<file path="config.mk">
export PLATFORM = sky130hd
export DESIGN_NAME = instruction_prefetch_queue
export DESIGN_NICKNAME = d
export VERILOG_FILES = /design/src/rtl/instruction_prefetch_queue.sv
export SDC_FILE = /design/constraint.sdc
export NUM_CORES = 1
export LEC_CHECK = 0
export BUFFER_PORTS_ARGS = -buffer_cell sky130_fd_sc_hd__buf_2
export CORE_MARGIN = 2
export CORE_UTILIZATION = 40
export DETAILED_ROUTE_END_ITERATION = 12
export PLACE_DENSITY = 0.71
export SKIP_CTS_REPAIR_TIMING = 1
export SLEW_MARGIN = 20
export SYNTH_ARGS = -nofsm -noshare
export SYNTH_HDL_FRONTEND = slang
export SYNTH_SLANG_ARGS = --single-unit
</file>
<file path="constraint.sdc">
create_clock -name clk -period 2.05 [get_ports clk]
set_input_delay 0 -clock clk [delete_from_list [all_inputs] [get_ports clk]]
set_output_delay 0 -clock clk [all_outputs]
set_load 0.05 [all_outputs]
</file>
<file path="src/rtl/instruction_prefetch_queue.sv">
// Fetch-side prefetch queue: owns the fetch PC, issues one imem read per cycle,
// buffers returned instructions with their PCs, and hands them to IF.
module instruction_prefetch_queue #(
  parameter int DEPTH      = 4,
  parameter int PC_WIDTH   = 12,
  parameter int INST_WIDTH = 19
) (
  input  logic                  clk,
  input  logic                  rst,
  output logic [PC_WIDTH-1:0]   imem_addr,
  output logic                  imem_rd_en,
  input  logic [INST_WIDTH-1:0] imem_data,
  output logic [INST_WIDTH-1:0] inst_out,
  output logic [PC_WIDTH-1:0]   inst_pc_plus1,
  output logic                  inst_valid,
  input  logic                  inst_ready,
  input  logic                  redirect,
  input  logic [PC_WIDTH-1:0]   redirect_pc,
  input  logic                  halt,
  output logic [2:0]            queue_count
);

  localparam int AW  = $clog2(DEPTH);
  localparam int CW  = $clog2(DEPTH) + 1;
  localparam int CW1 = CW + 1;

  logic [PC_WIDTH-1:0]   fetch_pc;
  logic [PC_WIDTH-1:0]   inflight_pc;
  logic [INST_WIDTH-1:0] inst_mem [DEPTH];
  logic [PC_WIDTH-1:0]   pc_mem   [DEPTH];
  logic [AW-1:0]         rd_ptr;
  logic [AW-1:0]         wr_ptr;
  logic [CW-1:0]         count;
  logic [CW1-1:0]        committed;
  logic                  inflight;
  logic                  halted;
  logic                  push;
  logic                  pop;

  // Reserve a slot for the outstanding read; a same-cycle pop is not credited.
  assign committed  = CW1'(count) + CW1'(inflight);
  assign imem_rd_en = !rst && !halted && !halt && !redirect
                      && (committed < CW1'(DEPTH));
  assign imem_addr  = fetch_pc;

  assign inst_valid = (count != '0);
  assign push       = inflight && !redirect;
  assign pop        = inst_valid && inst_ready && !redirect;

  assign inst_out      = inst_valid ? inst_mem[rd_ptr] : '0;
  assign inst_pc_plus1 = inst_valid ? pc_mem[rd_ptr] + PC_WIDTH'(1) : '0;
  assign queue_count   = 3'(count);

  always_ff @(posedge clk) begin
    if (!rst && push) begin
      inst_mem[wr_ptr] <= imem_data;
      pc_mem[wr_ptr]   <= inflight_pc;
    end
  end

  always_ff @(posedge clk) begin
    if (rst) begin
      fetch_pc    <= '0;
      inflight_pc <= '0;
      inflight    <= 1'b0;
      halted      <= 1'b0;
      rd_ptr      <= '0;
      wr_ptr      <= '0;
      count       <= '0;
    end else begin
      if (halt) halted <= 1'b1;
      if (redirect) begin
        fetch_pc <= redirect_pc;
        inflight <= 1'b0;
        rd_ptr   <= '0;
        wr_ptr   <= '0;
        count    <= '0;
      end else begin
        if (push) wr_ptr <= wr_ptr + AW'(1);
        if (pop)  rd_ptr <= rd_ptr + AW'(1);
        count    <= count + CW'(push) - CW'(pop);
        inflight <= imem_rd_en;
        if (imem_rd_en) begin
          fetch_pc    <= fetch_pc + PC_WIDTH'(1);
          inflight_pc <= fetch_pc;
        end
      end
    end
  end

endmodule

</file>
==> metrics.json <==
{
  "run_status": "finished with violations",
  "violations_in_the_final_reports": "negative setup slack",
  "finalCoreUtilization": 0.5353,
  "post_layout_minimum_cycle_time_ps": 2255,
  "wire_per_inst_um": 16.47,
  "rsz_0062_raised_after_global_routing": "yes",
  "max_slew_margin": 0.6848,
  "max_freq_mhz": 443.5,
  "cts-root-buf": "clkbuf_16",
  "ys.flop_type": "edfxtp_1",
  "maximum_number_of_pins_on_one_net_before_global_route_repair": 33,
  "part_of_the_cycle_the_worst_path_needs": 1.100,
  "numClockSinks": 159,
  "die_height_um": 131.9,
  "first_pass_grt_wire_length_um": 20080,
  "post_synth_mux_area_share": 0.1138,
  "final_cells": 791,
  "area.growth.synth_to_final_pct": 30.42,
  "drive_gt1_frac": 0.3443,
  "power_leakage_nw": 3.039,
  "gp_routability_congestion": 0.8048,
  "antenna-diode-count": 0,
  "design.portCount": 84,
  "stage_delay_of_the_slowest_cell_on_the_critical_path_ps": 440,
  "grt_overflow_total": 0,
  "clock_insertion_delay_worst_skew_ps": 410,
  "die_x_um": 131.9,
  "critical_path_class": "reg -> out",
  "timing.clock.skew_ps": 7.686,
  "number_of_cell_rows": 46,
  "postLayoutSetupSlackWorst_ps": -204.8,
  "htree_levels": 4,
  "layout.cell_area.non_filler_sq_um": 8534,
  "ir_drop_mv": 0.6049,
  "dpl.cell_count": 724,
  "cts_buffers": 17,
  "slew_violations": 0,
  "detailedPlacementHpwl_um": 8428,
  "cp_data_arrival_time_ps": 2250,
  "combinational_family_with_the_most_area_after_synthesis": "multiplexers",
  "timing.hold.worst.start": "redirect",
  "hold_path_depth": 3,
  "final_net_count": 609,
  "design.die.area_sq_um": 17400,
  "worstSetupEndpointType": "primary output",
  "grt_pass1_vias": 3788,
  "detail-route-antenna-nets": 0,
  "drt-total-wl_um": 13030,
  "syn_area_per_cell_sq_um": 15.43,
  "synth_cells": 424,
  "timing.critical_path.fanout_max": 6,
  "synth_xor_xnor_area_share": 0.01472,
  "gr-usage-all-layers": 0.1484,
  "worst_setup_hold_path_clk_slew_ps": 60,
  "detailedPlace.worstSlack_ps": 24.54,
  "floorplan.core_area_sq_um": 15940,
  "via_count": 3988,
  "crit-reg2reg-launch": "queue_count[0]",
  "worst-r2r-cell-count": 8,
  "sequential_to_total_area_share_from_yosys_stat": 0.6761,
  "timing.hold.worst.class": "in -> reg",
  "worst-slew-pin-transition_ps": 471.0,
  "timing.hold.worst_endpoint": "imem_addr[9]",
  "synth_simple_gate_area_frac": 0.1008,
  "dr.pass1.iters": 5,
  "maxCapViolations": 0,
  "fin_total_pwr_mw": 7.109,
  "initial_util": 0.4105,
  "timing_hold_violations_final": 0,
  "path_cells": "buf_8 -> mux4_2 -> nand4_4 -> or3_4 -> a21oi_2 -> buf_6",
  "setup-violations-final": 15,
  "number_of_distinct_library_cells_after_synthesis": 50,
  "setup.worst_path.start_class": "register",
  "powerDensity_nw_per_um2": 833.0,
  "synth_async_sr_flop_share": 0,
  "tritoncts": "yes",
  "route.detailed.drc": 0,
  "placedInstanceArea_sq_um": 7380,
  "synth_nets": 470,
  "crit_slowest_cell": "mux4_2",
  "grt_antenna_before_repair": 0,
  "yosys.area_share.adder": 0.02027,
  "port-buffer-count": 83,
  "post_drt_via_cell_ratio": 5.042,
  "synth_compound_gate_area_share": 0.04761,
  "synth-seq-cells": 159,
  "timing.reg2reg.setup_slack_ps": 140,
  "clk_path_buf_depth": 2,
  "crit_required_ps": 2050,
  "synth_edf_count": 124,
  "synth.yosys.warnings": 0,
  "timing.rr.end": "queue_count[2]",
  "syn_area_sq_um": 6544,
  "drt_iter0_drc": 222
}
==> cell families (layout without fill, tap and decap cells) <==
family,count (synthesis),after routing
buf+inv,37,188
fa+ha+maj,10,10
mux,34,34
compound gates,51,51
xor+xnor,11,11
flops,159,159
simple gates,122,122
==> worst max-delay path by stage <==
stage	start	depth (start not counted)	slack (ps)	endpoint
2_1_floorplan	register	7	-30	inst_pc_plus1[6]
3_3_place_gp	register	7	80	inst_pc_plus1[10]
3_5_place_dp	register	6	20	inst_pc_plus1[9]
4_1_cts	register	6	-420	inst_pc_plus1[9]
5_1_grt	register	6	-270	inst_pc_plus1[7]
6_report	register	6	-200	inst_pc_plus1[7]
==> state kept, by name (all words and copies together), names as in the netlist, named ones only <==
| name | count |
|---|---|
| rd_ptr | 2 |
| imem_addr | 12 |
| inst_mem | 76 |
| inflight_pc | 12 |
| queue_count | 3 |
| inflight | 1 |
| pc_mem | 48 |
| wr_ptr | 2 |
| halted | 1 |
==> cell usage in the layout, fill, tap and decap left out, types with 14 or more instances in the layout <==
cell type / instances
buf_2: 52
a21oi_1: 20
buf_4: 31
clkbuf_16: 17
mux4_2: 31
dfxtp_1: 30
nor2b_1: 20
inv_1: 15
edfxtp_1: 124
nand2_1: 38
buf_6: 18
nor2_1: 14
dlygate4sd3_1: 34
==> critical path, delay by kind of cell (launching register included) <==
kind / cells / cell delay (ps)
compound gates: 1 / 150
mux: 1 / 440
buf+inv: 2 / 320
flops: 1 / 380
simple gates: 2 / 550
==> metrics by stage <==
step | hold slack [ps] | TNS, ps
after floorplan | 98.87 | -28.71
after global placement | 209.9 | 0
after detailed placement | 215.3 | 0
after CTS | -223.2 | -7773
after global routing | 31.82 | -3689
final | 0.2888 | -1858
==> report_power, final <==
group	leakage [nW]	internal [mW]	switching (mW)
sequential	1.44	3.48	0.0336
combinational	1.31	0.139	0.201
clock	0.287	2.04	1.22
==> layer usage <==
metal | global-route usage | vias to the layer above | routed length [um]
li1 | - | 1884 | -
met1 | 0.1994 | 1991 | 5901
met2 | 0.2364 | 101 | 6445
met3 | 0.03845 | 12 | 520
met4 | 0.04891 | 0 | 163
met5 | 0 | - | 0
==> final cells by class <==
cell class,instances,area (sq um)
clock buffers,18,429.2
clock inverters,13,188.9
fillers,1280,7408
inverters,16,62.56
multi-input cells,228,1999
flip-flops and latches,159,4433
well taps,216,270.3
repair buffers,141,1151
==> cells in the mapped netlist, types with 2 or more instances <==
cell / n / area, sq um
a21oi_1: 24 / 120.1
a22oi_1: 2 / 15.01
a311o_1: 2 / 20.02
a31oi_1: 4 / 25.02
a32oi_1: 4 / 35.03
and2_1: 3 / 18.77
and3_1: 7 / 43.79
buf_2: 7 / 35.03
clkbuf_1: 11 / 41.29
dfxtp_1: 35 / 700.7
edfxtp_1: 124 / 3724
ha_1: 9 / 112.6
inv_1: 15 / 56.30
mux2i_1: 2 / 20.02
mux4_1: 4 / 105.1
mux4_2: 27 / 608.1
nand2_1: 38 / 142.6
nand2b_1: 2 / 12.51
nand3_1: 5 / 25.02
nand3_2: 3 / 30.03
nand4_1: 2 / 12.51
nor2_1: 20 / 75.07
nor2b_1: 21 / 131.4
nor3_1: 7 / 35.03
o21ai_0: 9 / 45.04
or3_1: 4 / 25.02
xnor2_1: 7 / 61.31
xor2_1: 4 / 35.03
(Power assumes the default switching activity.)
